<file path="src/rtl/my_mux_pkg.sv">
// Shared types and default sizing for the N-to-1 arbitrating mux.
package my_mux_pkg;

  typedef enum logic {
    ARB_RR    = 1'b0,
    ARB_FIXED = 1'b1
  } arb_mode_e;

  localparam int unsigned DEF_WIDTH = 16;
  localparam int unsigned DEF_N     = 8;

endpackage

</file>
<file path="src/rtl/my_rr_arbiter.sv">
// N-way arbiter: round-robin from a rotating pointer, or fixed lowest-index priority.
module my_rr_arbiter
  import my_mux_pkg::*;
#(
  parameter int unsigned N    = DEF_N,
  parameter arb_mode_e   MODE = ARB_RR,
  localparam int unsigned SW  = $clog2(N)
) (
  input  logic          clk,
  input  logic          rst_n,
  input  logic [N-1:0]  req,
  input  logic          advance,
  output logic [N-1:0]  grant,
  output logic [SW-1:0] grant_idx
);

  logic [SW-1:0] ptr_q, ptr_d;
  logic [SW-1:0] start;
  logic [SW:0]   probe;
  logic          found;

  // Scan from the start index with wrap; the first requester wins.
  always_comb begin
    grant     = '0;
    grant_idx = '0;
    found     = 1'b0;
    probe     = '0;
    start     = (MODE == ARB_RR) ? ptr_q : '0;
    for (int unsigned i = 0; i < N; i++) begin
      probe = {1'b0, start} + (SW+1)'(i);
      if (probe >= (SW+1)'(N)) probe = probe - (SW+1)'(N);
      if (!found && req[probe[SW-1:0]]) begin
        found     = 1'b1;
        grant_idx = probe[SW-1:0];
      end
    end
    grant[grant_idx] = found;
  end

  // Pointer moves past the winner on each accepted beat; parked at 0 in fixed mode.
  always_comb begin
    ptr_d = ptr_q;
    if (MODE == ARB_RR && advance) begin
      ptr_d = (grant_idx == SW'(N - 1)) ? '0 : grant_idx + SW'(1);
    end
  end

  always_ff @(posedge clk or negedge rst_n) begin
    if (!rst_n) ptr_q <= '0;
    else        ptr_q <= ptr_d;
  end

endmodule

</file>
<file path="src/rtl/my_arb_muxn.sv">
// N-to-1 arbitrating mux with a single registered valid/ready output stage.
module my_arb_muxn
  import my_mux_pkg::*;
#(
  parameter int unsigned WIDTH = DEF_WIDTH,
  parameter int unsigned N     = DEF_N,
  parameter arb_mode_e   MODE  = ARB_RR,
  localparam int unsigned SW   = $clog2(N)
) (
  input  logic                  clk,
  input  logic                  rst_n,
  input  logic [N-1:0][WIDTH-1:0] in_data,
  input  logic [N-1:0]          in_valid,
  output logic [N-1:0]          in_ready,
  output logic [WIDTH-1:0]      out_data,
  output logic [SW-1:0]         out_sel,
  output logic                  out_valid,
  input  logic                  out_ready
);

  if (N < 2 || N > 32 || WIDTH < 1 || WIDTH > 64) begin : g_param_check
    $error("my_arb_muxn: N must be 2..32 and WIDTH 1..64");
  end

  logic [N-1:0]     grant;
  logic [SW-1:0]    grant_idx;
  logic             load_c;
  logic             accept_c;
  logic [WIDTH-1:0] out_data_q, out_data_d;
  logic [SW-1:0]    out_sel_q, out_sel_d;
  logic             out_valid_q, out_valid_d;

  assign load_c   = !out_valid_q || out_ready;
  assign accept_c = load_c && rst_n && (|grant);
  assign in_ready = (load_c && rst_n) ? grant : '0;

  my_rr_arbiter #(
    .N    (N),
    .MODE (MODE)
  ) u_arb (
    .clk       (clk),
    .rst_n     (rst_n),
    .req       (in_valid),
    .advance   (accept_c),
    .grant     (grant),
    .grant_idx (grant_idx)
  );

  // Only the winner's slice is muxed in; idle loads drop valid but keep data/sel.
  always_comb begin
    out_valid_d = out_valid_q;
    out_data_d  = out_data_q;
    out_sel_d   = out_sel_q;
    if (load_c) begin
      out_valid_d = |grant;
      if (|grant) begin
        out_data_d = in_data[grant_idx];
        out_sel_d  = grant_idx;
      end
    end
  end

  always_ff @(posedge clk or negedge rst_n) begin
    if (!rst_n) begin
      out_valid_q <= 1'b0;
      out_data_q  <= '0;
      out_sel_q   <= '0;
    end else begin
      out_valid_q <= out_valid_d;
      out_data_q  <= out_data_d;
      out_sel_q   <= out_sel_d;
    end
  end

  assign out_valid = out_valid_q;
  assign out_data  = out_data_q;
  assign out_sel   = out_sel_q;

endmodule

</file>
<file path="config.mk">
export PLATFORM = sky130hd
export DESIGN_NAME = my_arb_muxn
export DESIGN_NICKNAME = d
export VERILOG_FILES = /design/src/rtl/my_mux_pkg.sv /design/src/rtl/my_rr_arbiter.sv /design/src/rtl/my_arb_muxn.sv
export SDC_FILE = /design/constraint.sdc
export NUM_CORES = 1
export LEC_CHECK = 0
export CELL_PAD_IN_SITES_DETAIL_PLACEMENT = 1
export CELL_PAD_IN_SITES_GLOBAL_PLACEMENT = 1
export CORE_MARGIN = 4
export CORE_UTILIZATION = 26
export CTS_CLUSTER_SIZE = 8
export DETAILED_ROUTE_END_ITERATION = 10
export PLACE_DENSITY = 0.76
export SETUP_SLACK_MARGIN = 0.2
export SLEW_MARGIN = 30
export SYNTH_ARGS = -nofsm -noshare
export SYNTH_HDL_FRONTEND = slang
export SYNTH_SLANG_ARGS = --single-unit
export TNS_END_PERCENT = 30
</file>
<file path="constraint.sdc">
create_clock -name clk -period 3.8 [get_ports clk]
set_input_delay 0.95 -clock clk [delete_from_list [all_inputs] [get_ports clk]]
set_output_delay 0.95 -clock clk [all_outputs]
set_load 0.005 [all_outputs]
</file>
==> flow_summary.toml <==
[cells_and_area]
layout_commonest_cell = "sky130_fd_sc_hd__clkdlybuf4s50_1"
nNetsFinal = 667
syn_to_final_growth_pct = 92.72
layout.cells.non_filler = 667
diodes = 0
mostFrequentLayoutCells = "150 x sky130_fd_sc_hd__clkdlybuf4s50_1, 59 x sky130_fd_sc_hd__buf_4, 50 x sky130_fd_sc_hd__mux2_2"
final_layout_size_suffix_gt1_share_pct = 46.18

[yosys]
number_of_enable_flip_flop_cells_after_synthesis = 0
netlist.area_leader.share_pct = 18.91
most_area_consuming_cells_after_synthesis = "sky130_fd_sc_hd__dfrtp_1 19%, sky130_fd_sc_hd__mux2_2 19%, sky130_fd_sc_hd__mux2i_1 12%"
yosys.area.top_type = "sky130_fd_sc_hd__dfrtp_1"
async_s_r_ff_share_synth_pct = 100.0
synthesis.area_mm2 = 0.003043
mappedNetlistNets = 439
yosysWarningCount = 0
ys_types = 56
postSynthCellCount = 297
synth-main-ff-cell = "sky130_fd_sc_hd__dfrtp_1"
synth-seq-area-share_pct = 18.91
synth-seq-cells = 23
synth.avg_cell_area_um2 = 10.25

[die]
design.portCount = 167
rows = 39
initial_standard_cell_utilization_of_the_core_pct = 26.65
die_area_mm2 = 0.01350
die_h_um = 116.2
design.core.area_mm2 = 0.01142
die_w_um = 116.2

[critical_path]
required_time_reported_for_the_critical_path_endpoint_ns = 2.85
worst_path_max_delay_cell = "sky130_fd_sc_hd__mux4_2"
timing.setup.critical_path_class = "reg2out"
critical_path_buf_inv_count = 7
critical_path.reg2reg.endpoint = "u_arb.ptr_q[2]"
r2r_cells = 21
timing.critical_path.arrival_ns = 3.39
worstPathCellList = "inv_2 -> ha_4 -> buf_12 -> mux2i_4 -> mux4_2 -> a32o_2 -> nand4_4 -> buf_6 -> o211a_4 -> o22ai_4 -> buf_6 -> buf_6 -> buf_6 -> nor3_4 -> buf_2"
crit_cells = 15
r2r_slack_ns = -0.42
crit_path_end_kind = "primary output"
max_stage_delay_ns = 0.53
crit-reg2reg-launch = "u_arb.ptr_q[1]"
critPathMaxFanout = 5
critical_path.top_delay_family = "buffers and inverters"
startpoint_type = "flop"
critical_path.most_common_cell = "sky130_fd_sc_hd__buf_6"

[timing]
worst-slew-pin-transition_ns = 0.7673
maxClockFrequency_mhz = 230.2
final_min_period_over_clock_period_pct = 114.3
final_max_slew_viol_count = 0
final_worst_path_period_need_ns = 4.344
timing.final.setup_violations = 28
finalHoldViolCount = 0
layout_setup_ws_ns = -0.5443
worst_hold_slack_ns = 0.4823
relSlewSlack_pct = 48.79
setup_repair_after_global_routing_missed_its_margin = "yes"
worst_clock_skew_ns = 0.005909

[grt]
pin_count_of_the_biggest_net_entering_global_routing = 35
grt_pass1_wl_um = 20270
grt_overflow_total = 0
antenna_found_initial = 0
total_track_usage_pct = 19.10
vias_in_the_first_global_route = 3889

[power]
p_leak_nw = 2.306
max-vdd-ir-drop_v = 0.0006041
cellPowerDensity_mw_per_mm2 = 1065

[route]
drt.antenna.violating_nets = 0
drt-total-wl_um = 14110
drt_first_iter_violations = 140
wl_per_cell_um = 21.15
dr.pass1.iters = 4
vias_per_cell = 5.273
detail_route.drc_violations = 0
num_vias = 3517

[placement]
dp.final_hpwl_um = 10130
placed_cells = 630
place.gp.congestion = 0.8467
placement.io_buffers = 166

[cts]
cts.hold.buffers_added = 0
tritoncts.num_buffers = 3
tritoncts_sink_count = 23
cts.clk_slew.worst_paths_ns = 0.06
cts_root_buffer = "sky130_fd_sc_hd__clkbuf_16"
clkLatencyLatePin_ns = 0.26
clock_tree.htree_level_count = 1
cts_tree = "built"
clock_path_buffers = 2

[hold_path]
holdPathStages = 2
worst_min_delay_path_endpoint = "out_sel[1]"
timing.hold.worst.class = "reg2reg"
hp-start = "out_sel[1]"

[status]
status = "finished, violations left"
violations_in_the_final_reports = "negative setup slack"

[run]
timing.max_cap.violations = 0
==> cells in the mapped netlist (2+ instances only) <==
cell type	n
sky130_fd_sc_hd__buf_6	6
sky130_fd_sc_hd__nand2_1	18
sky130_fd_sc_hd__o211ai_2	10
sky130_fd_sc_hd__a22oi_1	22
sky130_fd_sc_hd__buf_2	8
sky130_fd_sc_hd__a22o_1	2
sky130_fd_sc_hd__a21oi_1	6
sky130_fd_sc_hd__nor2_1	18
sky130_fd_sc_hd__mux2_2	50
sky130_fd_sc_hd__inv_2	2
sky130_fd_sc_hd__xnor2_1	2
sky130_fd_sc_hd__mux2i_1	37
sky130_fd_sc_hd__o211ai_1	7
sky130_fd_sc_hd__nor2b_1	2
sky130_fd_sc_hd__o21ai_0	6
sky130_fd_sc_hd__ha_1	3
sky130_fd_sc_hd__or3_1	2
sky130_fd_sc_hd__nand3_1	6
sky130_fd_sc_hd__a22oi_2	10
sky130_fd_sc_hd__clkbuf_1	5
sky130_fd_sc_hd__nor3_1	3
sky130_fd_sc_hd__mux4_2	9
sky130_fd_sc_hd__inv_1	3
sky130_fd_sc_hd__buf_4	4
sky130_fd_sc_hd__nand2b_1	3
sky130_fd_sc_hd__dfrtp_1	23
==> state kept, by name (all words and copies together), names as in the netlist <==
register,flops
out_valid,1
u_arb.ptr_q,3
out_data,16
out_sel,3
==> worst max path at each step <==
stage                   start           to
2_1_floorplan     in_valid[1]  in_ready[5]
3_3_place_gp      in_valid[1]  in_ready[4]
3_5_place_dp      in_valid[1]  in_ready[2]
4_1_cts        u_arb.ptr_q[1]  in_ready[2]
5_1_grt        u_arb.ptr_q[0]  in_ready[2]
6_report       u_arb.ptr_q[0]  in_ready[2]
==> cell families (layout without fill, tap and decap cells) <==
group / count (synthesis) / in the layout / share of synthesized area, %
multiplexers: 99 / 99 / 38.65
XOR/XNOR: 4 / 4 / 1.398
flip-flops: 23 / 23 / 18.91
AO/OA/AOI/OAI: 79 / 79 / 23.60
buffers and inverters: 29 / 256 / 6.250
AND/OR/NAND/NOR: 60 / 60 / 9.951
adder cells (fa/ha/maj): 3 / 3 / 1.234
==> where the power goes <==
group	leakage (nW)	internal (W)	switching [W]
logic	1.99	0.00298	0.00256
clock network	0.0409	0.000142	0.0000920
registers	0.280	0.000375	0.0000997
==> stage by stage <==
step / setup WS (ns) / TNS (ns) / area (µm²) / power [W] / util, %
after floorplan: 0.006851 / 0 / 3108 / 0.003395 / -
after global placement: -1.055 / -19.42 / 5147 / 0.004580 / 45.08
after detailed placement: -1.208 / -23.27 / 5147 / 0.004683 / 45.08
after CTS: -0.3513 / -3.851 / 5600 / 0.005645 / 49.05
after global routing: -0.6250 / -12.18 / 5864 / 0.006647 / 51.36
final: -0.5443 / -8.265 / 5864 / 0.006245 / 51.36
==> routing by layer <==
| layer | wire, µm | vias up | track usage (%) |
|---|---|---|---|
| li1 | - | 1611 | - |
| met4 | 382 | 0 | 4.254 |
| met2 | 7601 | 163 | 35.63 |
| met3 | 898 | 29 | 4.093 |
| met1 | 5227 | 1714 | 22.33 |
| met5 | 0 | - | 0 |
==> worst reg2reg max path: stages, from the launching register on <==
cell	delay, ns
sky130_fd_sc_hd__dfrtp_1	0.42
sky130_fd_sc_hd__inv_6	0.05
sky130_fd_sc_hd__ha_4	0.28
sky130_fd_sc_hd__buf_12	0.14
sky130_fd_sc_hd__mux2i_4	0.28
sky130_fd_sc_hd__mux4_2	0.32
sky130_fd_sc_hd__a32o_2	0.28
sky130_fd_sc_hd__nand4_4	0.17
sky130_fd_sc_hd__buf_6	0.17
sky130_fd_sc_hd__o211a_4	0.25
sky130_fd_sc_hd__o22ai_4	0.28
sky130_fd_sc_hd__inv_2	0.08
sky130_fd_sc_hd__buf_6	0.12
sky130_fd_sc_hd__buf_4	0.12
sky130_fd_sc_hd__buf_4	0.12
sky130_fd_sc_hd__buf_4	0.12
sky130_fd_sc_hd__buf_4	0.12
sky130_fd_sc_hd__buf_4	0.13
sky130_fd_sc_hd__buf_6	0.11
sky130_fd_sc_hd__nor2_4	0.11
sky130_fd_sc_hd__ha_4	0.20
sky130_fd_sc_hd__mux2_2	0.25
==> what timing repair did <==
item                       4_1_cts  5_1_grt
gates resized for setup        120       45
setup endpoints to repair       27       28
pin swaps                       22       18
gates cloned                     0        0
setup buffers                   22       11
==> final cells by class <==
| type | count | area [µm²] |
|---|---|---|
| clock buffer | 3 | 75.07 |
| clock inverter | 1 | 5.005 |
| fill | 1263 | 5554 |
| inverter | 5 | 23.77 |
| multi-input combinational | 245 | 2635 |
| sequential | 23 | 575.6 |
| tap | 143 | 178.9 |
| timing repair buffer | 247 | 2371 |
No activity file was read; power rests on OpenSTA's default activity.
